### src/rtl/main_mem_loader.sv
// main_mem_loader: streams an initial memory image into main's channel-0 slave
// RAM port (word-packed, little-endian), then starts main and measures the
// number of cycles until done_port, aborting on a cycle-count timeout.
module main_mem_loader #(
  parameter int unsigned WORD_BYTES     = 4,
  parameter int unsigned ADDR_W         = 10,
  parameter int unsigned CNT_W          = 32,
  parameter int unsigned TIMEOUT_CYCLES = 200000000
) (
  input  logic                  clock,
  input  logic                  reset,
  input  logic [ADDR_W-1:0]     cfg_base_addr,
  input  logic                  load_start,
  input  logic                  in_byte_valid,
  input  logic [7:0]            in_byte_data,
  input  logic                  in_byte_last,
  output logic                  in_byte_ready,
  output logic [1:0]            S_oe_ram,
  output logic [1:0]            S_we_ram,
  output logic [2*ADDR_W-1:0]   S_addr_ram,
  output logic [127:0]          S_Wdata_ram,
  output logic [13:0]           S_data_ram_size,
  input  logic [1:0]            Sout_DataRdy,
  output logic                  start_port,
  input  logic                  done_port,
  output logic                  busy,
  output logic                  result_valid,
  output logic [CNT_W-1:0]      cycle_count,
  output logic                  timeout
);

  // Byte index k counts 0..WORD_BYTES inclusive.
  localparam int unsigned KW     = $clog2(WORD_BYTES + 1);
  localparam int unsigned DATA_W = 64;
  localparam int unsigned SIZE_W = 7;

  typedef enum logic [2:0] {
    S_IDLE,
    S_LOAD,
    S_WRITE,
    S_START,
    S_RUN,
    S_REPORT
  } state_e;

  state_e              state_q, state_d;
  logic [ADDR_W-1:0]   addr_q, addr_d;
  logic [DATA_W-1:0]   buf_q, buf_d;
  logic [KW-1:0]       k_q, k_d;
  logic                last_q, last_d;
  logic [CNT_W-1:0]    cnt_q, cnt_d;
  logic                timeout_q, timeout_d;

  logic                ready_q, ready_d;
  logic                we_q, we_d;
  logic [ADDR_W-1:0]   waddr_q, waddr_d;
  logic [DATA_W-1:0]   wdata_q, wdata_d;
  logic [SIZE_W-1:0]   wsize_q, wsize_d;
  logic                start_q, start_d;
  logic                busy_q, busy_d;
  logic                rvalid_q, rvalid_d;

  // Channel 1 acknowledge is never used by this loader.
  logic                unused_rdy_hi;
  assign unused_rdy_hi = Sout_DataRdy[1];

  // State and datapath registers; reset abandons any in-flight write.
  always_ff @(posedge clock or posedge reset) begin
    if (reset) begin
      state_q   <= S_IDLE;
      addr_q    <= '0;
      buf_q     <= '0;
      k_q       <= '0;
      last_q    <= 1'b0;
      cnt_q     <= '0;
      timeout_q <= 1'b0;
      ready_q   <= 1'b0;
      we_q      <= 1'b0;
      waddr_q   <= '0;
      wdata_q   <= '0;
      wsize_q   <= '0;
      start_q   <= 1'b0;
      busy_q    <= 1'b0;
      rvalid_q  <= 1'b0;
    end else begin
      state_q   <= state_d;
      addr_q    <= addr_d;
      buf_q     <= buf_d;
      k_q       <= k_d;
      last_q    <= last_d;
      cnt_q     <= cnt_d;
      timeout_q <= timeout_d;
      ready_q   <= ready_d;
      we_q      <= we_d;
      waddr_q   <= waddr_d;
      wdata_q   <= wdata_d;
      wsize_q   <= wsize_d;
      start_q   <= start_d;
      busy_q    <= busy_d;
      rvalid_q  <= rvalid_d;
    end
  end

  // Next-state logic; outputs are decoded from the next state so they register
  // in step with the state they belong to.
  always_comb begin
    state_d   = state_q;
    addr_d    = addr_q;
    buf_d     = buf_q;
    k_d       = k_q;
    last_d    = last_q;
    cnt_d     = cnt_q;
    timeout_d = timeout_q;

    case (state_q)
      S_IDLE: begin
        if (load_start) begin
          addr_d  = cfg_base_addr;
          buf_d   = '0;
          k_d     = '0;
          last_d  = 1'b0;
          state_d = S_LOAD;
        end
      end

      S_LOAD: begin
        if (in_byte_valid) begin
          for (int unsigned b = 0; b < WORD_BYTES; b++) begin
            if (k_q == KW'(b)) buf_d[8*b +: 8] = in_byte_data;
          end
          k_d    = k_q + KW'(1);
          last_d = in_byte_last;
          if ((k_d == KW'(WORD_BYTES)) || in_byte_last) state_d = S_WRITE;
        end
      end

      S_WRITE: begin
        if (Sout_DataRdy[0]) begin
          addr_d = addr_q + ADDR_W'(k_q);
          buf_d  = '0;
          k_d    = '0;
          last_d = 1'b0;
          if (last_q) begin
            cnt_d     = '0;
            timeout_d = 1'b0;
            state_d   = S_START;
          end else begin
            state_d = S_LOAD;
          end
        end
      end

      S_START: begin
        cnt_d   = CNT_W'(1);
        state_d = S_RUN;
      end

      S_RUN: begin
        if (done_port) begin
          state_d = S_REPORT;
        end else if (cnt_q == CNT_W'(TIMEOUT_CYCLES)) begin
          timeout_d = 1'b1;
          state_d   = S_REPORT;
        end else begin
          cnt_d = cnt_q + CNT_W'(1);
        end
      end

      S_REPORT: begin
        state_d = S_IDLE;
      end

      default: begin
        state_d = S_IDLE;
      end
    endcase

    ready_d  = (state_d == S_LOAD);
    we_d     = (state_d == S_WRITE);
    waddr_d  = we_d ? addr_d : '0;
    wdata_d  = we_d ? buf_d : '0;
    wsize_d  = we_d ? SIZE_W'({k_d, 3'b000}) : '0;
    start_d  = (state_d == S_START);
    busy_d   = (state_d != S_IDLE);
    rvalid_d = (state_d == S_REPORT);
  end

  assign in_byte_ready   = ready_q;
  assign S_oe_ram        = 2'b00;
  assign S_we_ram        = {1'b0, we_q};
  assign S_addr_ram      = {{ADDR_W{1'b0}}, waddr_q};
  assign S_Wdata_ram     = {64'd0, wdata_q};
  assign S_data_ram_size = {7'd0, wsize_q};
  assign start_port      = start_q;
  assign busy            = busy_q;
  assign result_valid    = rvalid_q;
  assign cycle_count     = cnt_q;
  assign timeout         = timeout_q;

endmodule

### config.mk
export PLATFORM = sky130hd
export DESIGN_NAME = main_mem_loader
export DESIGN_NICKNAME = d
export VERILOG_FILES = /design/src/rtl/main_mem_loader.sv
export SDC_FILE = /design/constraint.sdc
export NUM_CORES = 1
export LEC_CHECK = 0
export BUFFER_PORTS_ARGS = -buffer_cell sky130_fd_sc_hd__buf_2
export CAP_MARGIN = 20
export CORE_ASPECT_RATIO = 0.9
export CORE_MARGIN = 2
export CORE_UTILIZATION = 55
export DETAILED_ROUTE_END_ITERATION = 12
export PLACE_DENSITY = 0.92
export RECOVER_POWER = 50
export SLEW_MARGIN = 0
export SYNTH_ARGS = -nofsm -noshare
export SYNTH_HDL_FRONTEND = slang
export SYNTH_SLANG_ARGS = --single-unit
### constraint.sdc
create_clock -name clock -period 17.4 [get_ports clock]
set_input_delay 0.87 -clock clock [delete_from_list [all_inputs] [get_ports clock]]
set_output_delay 0.87 -clock clock [all_outputs]
set_load 0.1 [all_outputs]
==> results by group <==
Outcome
  – Status: complete, but fails checks
  – Failing checks: max-capacitance violations, max-slew violations

Floorplan
  – Core area: 14900 µm²
  – Num ports: about 230
  – Die ar.: between 15000 and 20000 µm²
  – Chip width: between 100 and 150 µm
  – Initial Utilization: 56.8%
  – # rows: 42
  – Die height: about 120 µm

Worst setup path
  – Slowest CP cell: clkbuf_1
  – Worst R2R Start: state_q[1]
  – Reg2reg path depth: 5
  – CP startpoint: reset
  – Req. time, crit path: approximately 17000 ps
  – Peak fanout along the critical path: 113
  – Startpoint types: primary input
  – Reg2Reg Setup Slack: around 14000 ps
  – CP Data Arrival Time: between 6000 and 7000 ps
  – FF-to-FF End: cycle_count[31]
  – Critical path class: in -> async
  – Cell mode on critical path: clkbuf_1
  – CP cell instances: buf_2 -> clkinvlp_2 -> clkbuf_1 -> clkbuf_1
  – CP peak stage delay: 2750 ps
  – Crit. End Element: async pin

Synthesis
  – Mean Syn Cell Area: around 11 µm²
  – Ys Warns: 0
  – Register area share after synthesis: between 50% and 60%
  – Synth Flop Type: dfrtp_1
  – Post-synth ARST share: 100%
  – EDFF count, synth: 0
  – Synthesized cell area: 8440 µm²
  – Synthesized netlist cell count: around 740
  – Number of synthesized register bits: ~200
  – Count of cell types in the netlist: 63

Drt
  – Antenna Nets Post-Route: 0
  – Routed vias: between 5000 and 6000
  – DRT Wirelength: approximately 17000 µm
  – Drt wl/cell: around 16 µm
  – Initial drt markers: around 580
  – Via/cell ratio: about 5.3
  – DRC violations left: 0
  – DRT Pass-1 Iters: 5

Pwr
  – Clock share of power: ~26%
  – Pwr dens: between 100 and 150 nW/µm²
  – P_leak: about 5 nW
  – Combinational share of power: 35.0%
  – Net switching power: 608 µW
  – VDD IR max: roughly 0.10 mV
  – Total Power: 1.39 mW
  – Internal cell power: 785 µW
  – Seq pwr share: 39.3%
  – Sw frac: between 40% and 50%

Final layout
  – Final non-filler cell total: between 1000 and 1500
  – Nets: ~900
  – Fin util: between 60% and 70%
  – Layout cell share with drive strength beyond 1: between 10% and 20%
  – Most frequent cells in the layout: dfrtp_1 (196), buf_2 (93), conb_1 (88), and2_1 (77), clkbuf_1 (49)
  – Fillers: between 1000 and 1500
  – Area grow syn2layout: 11.7%
  – Most common cell after layout, fill and taps aside: dfrtp_1

STA
  – Min Hold Slack: 478 ps
  – Worst Clk Skew: between 10 and 15 ps
  – Setup TNS Final: 0 ps
  – Worst slew pin tran: between 4000 and 5000 ps
  – Max Slew Vio Count: 190
  – Slew margin rel.: -214%
  – Fin crit period: about 7300 ps
  – Final period utilization: between 40% and 50%
  – Achievable frequency: about 140 MHz
  – Final hold vios: 0
  – RSZ-0062 raised after global routing: false
  – Final setup violation count: 0

Global route
  – Initial antenna violation count: 2
  – First-pass GRT wire length: between 20000 and 30000 µm
  – GRT overflow: 0
  – GRT Total Usage: between 20% and 30%
  – Pin count of the biggest net entering global routing: roughly 110
  – Vias in the first global route: roughly 5300

Clock tree
  – H-tree Lvls: 4
  – CTS tree: yes
  – Number of gates resized after CTS: 0
  – Clock buffer count from CTS: 17
  – Clk sinks: slightly below 200
  – Postcts setup bufs: 0
  – Hold_buf cts: 0
  – Clk_lat worst skew: roughly 430 ps
  – Clock Tree Root: clkbuf_16
  – Clock transition at path regs: 70 ps
  – Clock Path Buffers: 2

Worst hold path
  – HP Start: buf_q[39]
  – Hold Path Depth: 1
  – Hold endpoint: buf_q[39]
  – Min-delay worst type: reg -> reg

Placed design
  – GP Congestion: roughly 0.9
  – Placed cells: 1043
  – I/O Buffers: ~140
  – Post-DP HPWL: between 10000 and 15000 µm

Flow run
  – Max Cap Viol: 2
==> synthesized netlist by cell type (all sizes together) (2+ instances only) <==
master	number	area [µm²]
nand2b	6	37.5
inv	11	41.3
or3b	2	17.5
nand3	17	90.1
nor3	5	36.3
o211ai	3	22.5
nand4	16	121
a22oi	4	30.0
nor3b	2	20.0
nand4b	2	17.5
dfrtp	196	4900
a22o	32	280
o21a	2	15.0
and3	41	257
o22ai	6	43.8
nor2b	4	25.0
xnor2	3	26.3
a221o	2	20.0
and2	77	482
nand2	30	113
ha	11	138
or4	2	15.0
or3	10	62.6
clkbuf	19	72.6
nor4b	4	35.0
nor2	34	130
a31oi	2	12.5
mux2i	3	30.0
xor2	18	158
buf	101	724
o21ai	20	119
a21oi	26	130
nor4	2	18.8
a32o	2	20.0
o31ai	3	22.5
a21boi	2	15.0
and4	4	35.0
==> through the flow <==
| step | setup WS [ps] | cell area (µm²) |
|---|---|---|
| final | 10090 | 9420 |
| after global routing | 8560 | 9420 |
| after CTS | 14510 | 9500 |
| after detailed placement | 14530 | 8960 |
| after global placement | 14590 | 8960 |
| after floorplan | 11190 | 8770 |
==> flip-flops by register name, indices dropped and copies added, names as in the netlist <==
signal	count
waddr_q	10
last_q	1
start_port	1
we_q	1
busy	1
wsize_q	3
in_byte_ready	1
cycle_count	32
timeout	1
wdata_q	64
state_q	3
addr_q	10
buf_q	64
result_valid	1
k_q	3
==> worst max-delay path: cells and delay by family <==
kind | cells | cell delay (ps)
buffers and inverters | 4 | 6000
==> cell type report <==
class	count	area, µm²	area share, %
diodes	1	2.50	0.0266
clock buffers	19	443	4.70
clock inverters	11	98.8	1.05
inverters	11	42.5	0.451
multi-input cells	495	3020	32.0
flip-flops and latches	196	4900	52.0
well taps	198	248	2.63
repair buffers	144	668	7.09
==> worst max path at each step <==
| stage | endpoint | cells past startpoint |
|---|---|---|
| after floorplan | addr_q[0] | 1 |
| after global placement | wdata_q[15] | 7 |
| after detailed placement | wdata_q[23] | 7 |
| after CTS | wdata_q[23] | 7 |
| after global routing | cycle_count[2] | 4 |
| final | wdata_q[43] | 4 |
==> kinds of logic after synthesis <==
logic type	after synthesis	synth area share, %
AO/OA/AOI/OAI	109	9.15
XOR/XNOR	21	2.18
adder cells (fa/ha/maj)	12	1.87
buffers and inverters	131	9.93
flip-flops	196	58.1
multiplexers	3	0.356
other	1	0.0444
AND/OR/NAND/NOR	262	18.4
==> per-layer routing <==
layer,routed length (µm),share of wire (%),global-route usage (%)
met1,7300,42,30.0
met2,8550,49,34.2
met3,1140,6.6,4.76
met4,369,2.1,8.68
met5,13,0.075,0
==> power by group through the flow <==
stage	Clock, mW	Combinational [mW]	Sequential (mW)
2_1_floorplan	0	0.315	0.656
3_3_place_gp	0	0.481	0.551
3_5_place_dp	0	0.489	0.553
4_1_cts	0.365	0.493	0.546
5_1_grt	0.384	0.522	0.553
6_report	0.358	0.488	0.547
(Power assumes the default switching activity.)
